File: src/rtl/oflow_core_pkg.sv
// Shared definitions for the oflow frame sequencing core: FSM state encoding and
// default sizing parameters.
package oflow_core_pkg;

  typedef enum logic [1:0] {
    StIdle,
    StStart,
    StDispatch,
    StWaitDone
  } state_e;

  localparam int unsigned DefNumPe      = 8;
  localparam int unsigned DefObjW       = 10;
  localparam int unsigned DefTimeoutCyc = 4096;

endpackage

File: src/rtl/oflow_batch_counter.sv
// Tracks the next object index and the objects still to dispatch for the current frame,
// and derives the size of the batch on offer as min(NumPe, remaining).
module oflow_batch_counter
  import oflow_core_pkg::*;
#(
  parameter int unsigned NumPe = DefNumPe,
  parameter int unsigned ObjW  = DefObjW,
  parameter int unsigned SizeW = $clog2(NumPe + 1)
) (
  input  logic             clk_i,
  input  logic             rst_ni,
  input  logic             load_i,
  input  logic [ObjW-1:0]  count_i,
  input  logic             adv_i,
  output logic [ObjW-1:0]  base_o,
  output logic [SizeW-1:0] size_o,
  output logic             last_o
);

  localparam logic [ObjW-1:0] NumPeObj = ObjW'(NumPe);

  logic [ObjW-1:0] base_q, base_d;
  logic [ObjW-1:0] rem_q, rem_d;
  logic [ObjW-1:0] size_obj;

  assign size_obj = (rem_q >= NumPeObj) ? NumPeObj : rem_q;
  assign size_o   = SizeW'(size_obj);
  assign base_o   = base_q;
  assign last_o   = (rem_q == size_obj);

  always_comb begin
    base_d = base_q;
    rem_d  = rem_q;
    if (load_i) begin
      base_d = '0;
      rem_d  = count_i;
    end else if (adv_i) begin
      base_d = base_q + size_obj;
      rem_d  = rem_q - size_obj;
    end
  end

  always_ff @(posedge clk_i or negedge rst_ni) begin
    if (!rst_ni) begin
      base_q <= '0;
      rem_q  <= '0;
    end else begin
      base_q <= base_d;
      rem_q  <= rem_d;
    end
  end

endmodule

File: src/rtl/oflow_frame_sequencer.sv
// Frame sequencer: accepts frame descriptors, pulses start, dispatches objects to the PEs
// in batches and waits for the core. OFLOW_FRAME_TIMEOUT_EN adds a WAIT_DONE watchdog.
module oflow_frame_sequencer
  import oflow_core_pkg::*;
#(
  parameter int unsigned NUM_PE      = DefNumPe,
  parameter int unsigned OBJ_W       = DefObjW,
  parameter int unsigned FRAME_CNT_W = 16,
  parameter int unsigned TIMEOUT_CYC = DefTimeoutCyc
) (
  input  logic                         clk,
  input  logic                         reset_N,
  input  logic                         frame_valid,
  input  logic [OBJ_W-1:0]             num_of_objects,
  output logic                         frame_ready,
  output logic                         start,
  output logic                         batch_valid,
  output logic [OBJ_W-1:0]             batch_base,
  output logic [$clog2(NUM_PE+1)-1:0]  batch_size,
  input  logic                         batch_ready,
  input  logic                         core_done,
  output logic                         frame_done,
  output logic [FRAME_CNT_W-1:0]       frame_cnt,
  output logic                         busy,
  output logic                         err_spurious,
  output logic                         err_timeout
);

  localparam int unsigned SizeW = $clog2(NUM_PE + 1);

  if (TIMEOUT_CYC < 2) begin : g_bad_timeout
    $error("TIMEOUT_CYC must be at least 2");
  end

  state_e                 state_q;
  logic                   frame_done_q;
  logic                   err_spurious_q;
  logic [FRAME_CNT_W-1:0] frame_cnt_q;
  logic                   accept;
  logic                   adv;
  logic                   last_batch;
  logic                   tmo_hit;

  assign frame_ready  = (state_q == StIdle);
  assign start        = (state_q == StStart);
  assign batch_valid  = (state_q == StDispatch);
  assign busy         = (state_q != StIdle);
  assign frame_done   = frame_done_q;
  assign frame_cnt    = frame_cnt_q;
  assign err_spurious = err_spurious_q;

  assign accept = frame_valid & frame_ready;
  assign adv    = batch_valid & batch_ready;

  oflow_batch_counter #(
    .NumPe (NUM_PE),
    .ObjW  (OBJ_W),
    .SizeW (SizeW)
  ) u_batch_counter (
    .clk_i   (clk),
    .rst_ni  (reset_N),
    .load_i  (accept),
    .count_i (num_of_objects),
    .adv_i   (adv),
    .base_o  (batch_base),
    .size_o  (batch_size),
    .last_o  (last_batch)
  );

`ifdef OFLOW_FRAME_TIMEOUT_EN
  localparam int unsigned TmoW = (TIMEOUT_CYC > 2) ? $clog2(TIMEOUT_CYC) : 1;

  logic [TmoW-1:0] tmo_q;
  logic            err_timeout_q;

  // Counter is zero on the first WAIT_DONE cycle, so the hit lands TIMEOUT_CYC cycles in.
  assign tmo_hit     = (state_q == StWaitDone) && (tmo_q == TmoW'(TIMEOUT_CYC - 1));
  assign err_timeout = err_timeout_q;

  always_ff @(posedge clk or negedge reset_N) begin
    if (!reset_N) begin
      tmo_q         <= '0;
      err_timeout_q <= 1'b0;
    end else begin
      tmo_q <= (state_q == StWaitDone) ? tmo_q + TmoW'(1) : '0;
      if (tmo_hit && !core_done) begin
        err_timeout_q <= 1'b1;
      end
    end
  end
`else
  assign tmo_hit     = 1'b0;
  assign err_timeout = 1'b0;
`endif

  always_ff @(posedge clk or negedge reset_N) begin
    if (!reset_N) begin
      state_q        <= StIdle;
      frame_done_q   <= 1'b0;
      frame_cnt_q    <= '0;
      err_spurious_q <= 1'b0;
    end else begin
      frame_done_q <= 1'b0;
      // Covers a core_done coinciding with the final batch handshake too.
      if (core_done && (state_q != StWaitDone)) begin
        err_spurious_q <= 1'b1;
      end
      unique case (state_q)
        StIdle: begin
          if (accept) begin
            if (num_of_objects == '0) begin
              frame_done_q <= 1'b1;
              frame_cnt_q  <= frame_cnt_q + FRAME_CNT_W'(1);
            end else begin
              state_q <= StStart;
            end
          end
        end
        StStart: begin
          state_q <= StDispatch;
        end
        StDispatch: begin
          if (adv && last_batch) begin
            state_q <= StWaitDone;
          end
        end
        StWaitDone: begin
          if (core_done || tmo_hit) begin
            frame_done_q <= 1'b1;
            frame_cnt_q  <= frame_cnt_q + FRAME_CNT_W'(1);
            state_q      <= StIdle;
          end
        end
      endcase
    end
  end

endmodule

File: config.mk
export PLATFORM = sky130hd
export DESIGN_NAME = oflow_frame_sequencer
export DESIGN_NICKNAME = d
export VERILOG_FILES = /design/src/rtl/oflow_core_pkg.sv /design/src/rtl/oflow_batch_counter.sv /design/src/rtl/oflow_frame_sequencer.sv
export SDC_FILE = /design/constraint.sdc
export NUM_CORES = 1
export LEC_CHECK = 0
export ABC_AREA = 1
export CELL_PAD_IN_SITES_DETAIL_PLACEMENT = 2
export CELL_PAD_IN_SITES_GLOBAL_PLACEMENT = 2
export CORE_ASPECT_RATIO = 0.6
export CORE_MARGIN = 5
export CORE_UTILIZATION = 35
export DETAILED_ROUTE_END_ITERATION = 7
export DONT_BUFFER_PORTS = 1
export PLACE_DENSITY_LB_ADDON = 0.1
export SYNTH_ARGS = -nofsm -noshare
export SYNTH_HDL_FRONTEND = slang
export SYNTH_HIERARCHICAL = 1
export SYNTH_SLANG_ARGS = --single-unit
File: constraint.sdc
create_clock -name clk -period 2.65 [get_ports clk]
set_input_delay 0.795 -clock clk [delete_from_list [all_inputs] [get_ports clk]]
set_output_delay 0.795 -clock clk [all_outputs]
set_load 0.01 [all_outputs]
# Yosys cells after proc, flatten, opt, wreduce, memory -nomap -nowiden

Index checks and enable logic that the tools add are counted.
Widths: inputs -> output; s select.

Bits in registers: 40
Output and inout bits: 37

Add/subtract/negate cells: 3
Order comparisons: 1
Eq/ne operators: 10
Muxes and demuxes: 18
Bitwise gates (word level): 2
Reduce and logical (&&, ||, !) cells: 9

Operators with widths:

| operator              | count |
|---|---|
| $mux 10               | 5 |
| $mux 16               | 3 |
| $pmux 16 s2           | 1 |
| $add 16x1->16 const B | 1 |
| $add 10x10->10        | 1 |
| $eq 10x10->1          | 1 |
| $ge 10x4->1 const B   | 1 |
| $logic_not 10->1      | 1 |
| $sub 10x10->10        | 1 |
| $mux 2                | 4 |
| $pmux 2 s4            | 1 |
| $reduce_and 4->1      | 2 |
| $ne 2x1->1 const B    | 3 |
| $ne 2x2->1 const B    | 3 |
| $reduce_bool 2->1     | 3 |
| $eq 2x2->1 const B    | 2 |
| $mux 1                | 3 |
| $and 1x1->1           | 2 |
| $eq 2x1->1 const B    | 1 |
| $logic_and 1x1->1     | 2 |
| $logic_not 2->1       | 1 |
| $pmux 1 s2            | 1 |

# Longest topological paths before layout

Word-level depth: 6
Gate-level depth with buffers: 13
Depth with buffers taken out: 13

# Hierarchy

The synthesis kept the hierarchy.

By module, submodules not included:

| module                | times used | cells each | area an instance (sq um) | sequential area each (sq um) |
|---|---|---|---|---|
| oflow_batch_counter   | 1          | 201        | 1480.2                   | 500.5 |
| oflow_frame_sequencer | 1          | 192        | 1385.1                   | 500.5 |

# Worst setup path after synthesis

Ideal clock, no wire load.

Path type: register to register
Start: reg u_batch_counter.rem_q[7]
End: reg u_batch_counter.base_q[8], in the netlist u_batch_counter/base_o[8]
Arrival: 2.461 ns
Required time: 2.567 ns
Setup slack: 0.107 ns
Stages on the path, launching flop included: 14
Buffers on the path: 0
Period minus slack after synthesis: 2.543 ns
Path through: dfrtp_1 nor2_1 nand2_1 inv_1 nand2_2 nor2_1 ha_1 inv_1 fa_1 o21ai_0 nand4_1 nand3_1 o21ai_0 o21ai_0

Longest elaborated chain between the ends: 5

RTL lines:

| what                   | RTL line                    | RTL |
|---|---|---|
| start, declared        | oflow_batch_counter.sv:23   | `logic [ObjW-1:0] rem_q, rem_d;` |
| start signal, assigned | oflow_batch_counter.sv:49   | `rem_q <= rem_d;` |
| $ge 10x4->1            | oflow_batch_counter.sv:26   | `assign size_obj = (rem_q >= NumPeObj) ? NumPeObj : rem_q;` |
| $mux 10                | oflow_batch_counter.sv:26   |  |
| net batch_size[3]      | oflow_frame_sequencer.sv:19 | `output logic [$clog2(NUM_PE+1)-1:0] batch_size,` |
| $add 10x10->10         | oflow_batch_counter.sv:38   | `base_d = base_q + size_obj;` |
| $mux 10                | oflow_batch_counter.sv:37   | `end else if (adv_i) begin` |
| $mux 10                | oflow_batch_counter.sv:34   | `if (load_i) begin` |
| end signal, assigned   | oflow_batch_counter.sv:48   | `base_q <= base_d;` |
| end, declared          | oflow_batch_counter.sv:22   | `logic [ObjW-1:0] base_q, base_d;` |

The timed path passes the listed nets, and every way through them passes these cells. The select of a mux whose other input is x is not followed.
A chain may end at the register's enable or synchronous reset.

# Final worst setup path

Start: reg u_batch_counter.rem_q[7]
End: reg u_batch_counter.base_q[7], in the netlist u_batch_counter/base_o[7]

Longest elaborated chain between the ends: 5

RTL lines:

| what             | RTL line |
|---|---|
| $ge 10x4->1      | oflow_batch_counter.sv:26 |
| $mux 10 *        | oflow_batch_counter.sv:26 |
| $add 10x10->10 * | oflow_batch_counter.sv:38 |
| $mux 10 *        | oflow_batch_counter.sv:37 |
| $mux 10 *        | oflow_batch_counter.sv:34 |

Mark *: on every way between the ends. The rest lies on a longest branch, timed or not. The select of a mux whose other input is x is not followed.

==> impl_metrics.toml <==
[status]
status = "complete, no violations"

[cts]
clock-sinks = 40
cts_tree = "built"
ctsHoldBuffers = 0
cts.path.max_buffers = 2
cts.clk_slew.worst_paths_ps = 60
post_cts_buffers = 0
h-tree-depth = 2
cts_buffers = 5
cts_root_buffer = "clkbuf_16"
worstSkewPairLatency_ps = 290

[place]
portBuffers = 0
place_hpwl_mm = 7.98
dp_cells = 512
gp_routability_congestion = 0.818

[worst_setup_path]
worst_ep_required_time_ps = 2820
reg2regPathDepth = 13
critPathLaunchType = "flip-flop"
arrival_ps = 2620
setup.worst_path.class = "flip-flop to flip-flop"
path_max_fanout = 5
endpoint_kind = "flip-flop"

[power]
finalPower_uw = 3610
ir_drop_v = 0.000421
power.density_nw_per_um2 = 1110
cellLeakagePower_uw = 0.00161

[finish]
layoutNonFillerInstCount = 520
post-route-util = 0.411
area.sequential_um2 = 1000
multi_input_area_um2 = 1670
fillers = 936
nNetsFinal = 443
drive_above_1_share = 0.126
diodes = 0
area_growth_pct = 13.6

[detailed_routing]
vias = 2739
via_per_inst = 5.27
wirelength_mm = 10.3
antenna_left = 0
first_pass_iters = 4
route.detailed.drc = 0
wl_per_cell_um = 19.9
detail_route.iter0.violations = 100

[yosys]
synth_top_area_cell = "dfrtp_1"
yosysMostFrequentCell = "nand2_1"
synth_cells = 393
synth-edff-count = 0
netlist_area_um2 = 2870
async_flop_share = 1.00
ys.flop_type = "dfrtp_1"
synth_cell_types = 43
synth_top_area_frac = 0.349
avgSynthCellArea_um2 = 7.29
synth_warnings = 6
seq_area_frac_synth = 0.349
synth-seq-cells = 40
yosys-top-cells-area = "dfrtp_1, nand2_1, ha_1"
synth_commonest_cells = "nand2_1, inv_1, dfrtp_1"

[sta]
final.setup.tns_ps = 0
timing.fmax_mhz = 408
hold_viol = 0
finalCriticalPeriod_ps = 2450
finalMaxSlewViolations = 0
setup_viol = 0
skew_ps = 3.59
grt_setup_unrepaired = "yes"
finalCritPeriodShare = 0.924

[grt]
track_usage = 0.213
grt_max_degree = 41
antenna_found_initial = 0
overflow = 0
grt_pass1_vias = 2963
grt_pass1_wl_mm = 16.5

[floorplanning]
start_util = 0.362
die_w_um = 127
core-area_um2 = 7910
io_pins = 52
core.rowCount = 25
dieArea_um2 = 10200
fp.dieH_um = 80.1

[worst_hold_path]
hold_path.class = "input port to asynchronous set/reset pin"

[flow_run]
maxCapViolations = 0
## final cells by class
cell class	instances	area share
inverter	44	0.0507
tap	108	0.0415
clock buffer	5	0.0384
sequential	40	0.307
timing repair buffer	15	0.0346
clock inverter	3	0.0131
multi-input combinational	305	0.514
## what timing repair did
item,4_1_cts,5_1_grt
gates resized for setup,1,7
setup endpoints to repair,2,5
pin swaps,0,1
## layer usage
metal / share of wire / GRT usage
met4: 0.0099 / 0.0418
met5: 0 / 0
met2: 0.45 / 0.338
met1: 0.50 / 0.302
met3: 0.048 / 0.0452
## final timing paths
check / startpoint / endpoint / slack [ps]
max reg2reg: u_batch_counter/rem_q[7]$_DFFE_PN0P_ / u_batch_counter/base_o[7]$_DFFE_PN0P_ / 200
min: reset_N / u_batch_counter/base_o[3]$_DFFE_PN0P_ / 200
max in group asynchronous: reset_N / frame_cnt[13]$_DFFE_PN0P_ / 2350
min reg2reg: err_spurious$_DFFE_PN0P_ / err_spurious$_DFFE_PN0P_ / 530
max: u_batch_counter/rem_q[7]$_DFFE_PN0P_ / u_batch_counter/base_o[7]$_DFFE_PN0P_ / 200
min in group clk: err_spurious$_DFFE_PN0P_ / err_spurious$_DFFE_PN0P_ / 530
## stage by stage
step / worst slack [ps] / cell area [um^2] / hold slack (ps)
global placement: -0.245 / 3070 / 493
detailed placement: -107 / 3070 / 500
global route: -20.4 / 3260 / 179
finish: 201 / 3260 / 197
floorplan: 107 / 2880 / 469
CTS: 1.14 / 3240 / 186
## worst max-delay path: stages, from the launching register on
cell     delay [ps]
dfrtp_1         410
nor2_2          170
nand2_1         110
inv_1            90
nand2_2          80
buf_4           170
nor2_1          160
ha_1            300
a21oi_1         210
o21ai_1         160
nand4_1         130
nand3_1         100
o21ai_1         150
o21ai_0          90
## flip-flops by register name, summed over array words and instances, names as in the netlist
name / count
state_q: 2
err_spurious: 1
u_batch_counter/rem_q: 10
frame_done: 1
u_batch_counter/base_o: 10
frame_cnt: 16
## cells by family after synthesis
family          after synthesis  synth area share
compound gates               50             0.110
xor+xnor                     12            0.0367
fa+ha+maj                    17            0.0769
buf+inv                      52            0.0773
flops                        40             0.349
other cells                   3           0.00393
simple gates                219             0.346
## power breakdown
group          internal [uW]  total, uW  switching, uW  leakage [uW]
clock network            443        712            269     0.0000798
registers                801       1060            259      0.000515
logic                    630       1840           1210       0.00102
## cells in the final DEF (no fill, tap or decap), drive strengths merged, types with 2 or more instances in the layout
| cell | synthesis | layout |
|---|---|---|
| a22oi | 3 | 3 |
| o22ai | 3 | 3 |
| xnor2 | 6 | 6 |
| or2 | 2 | 2 |
| inv | 44 | 44 |
| ha | 16 | 16 |
| nor4 | 2 | 2 |
| a31oi | 2 | 2 |
| conb | 3 | 7 |
| buf | 5 | 15 |
| clkbuf | 3 | 5 |
| nand3 | 35 | 35 |
| a21oi | 13 | 13 |
| xor2 | 6 | 6 |
| o21bai | 2 | 2 |
| nor2 | 36 | 36 |
| dfrtp | 40 | 40 |
| nor3 | 2 | 2 |
| nand2 | 129 | 129 |
| nand4 | 11 | 11 |
| o21ai | 23 | 23 |
Note: power is estimated with default switching activity, not from simulation.
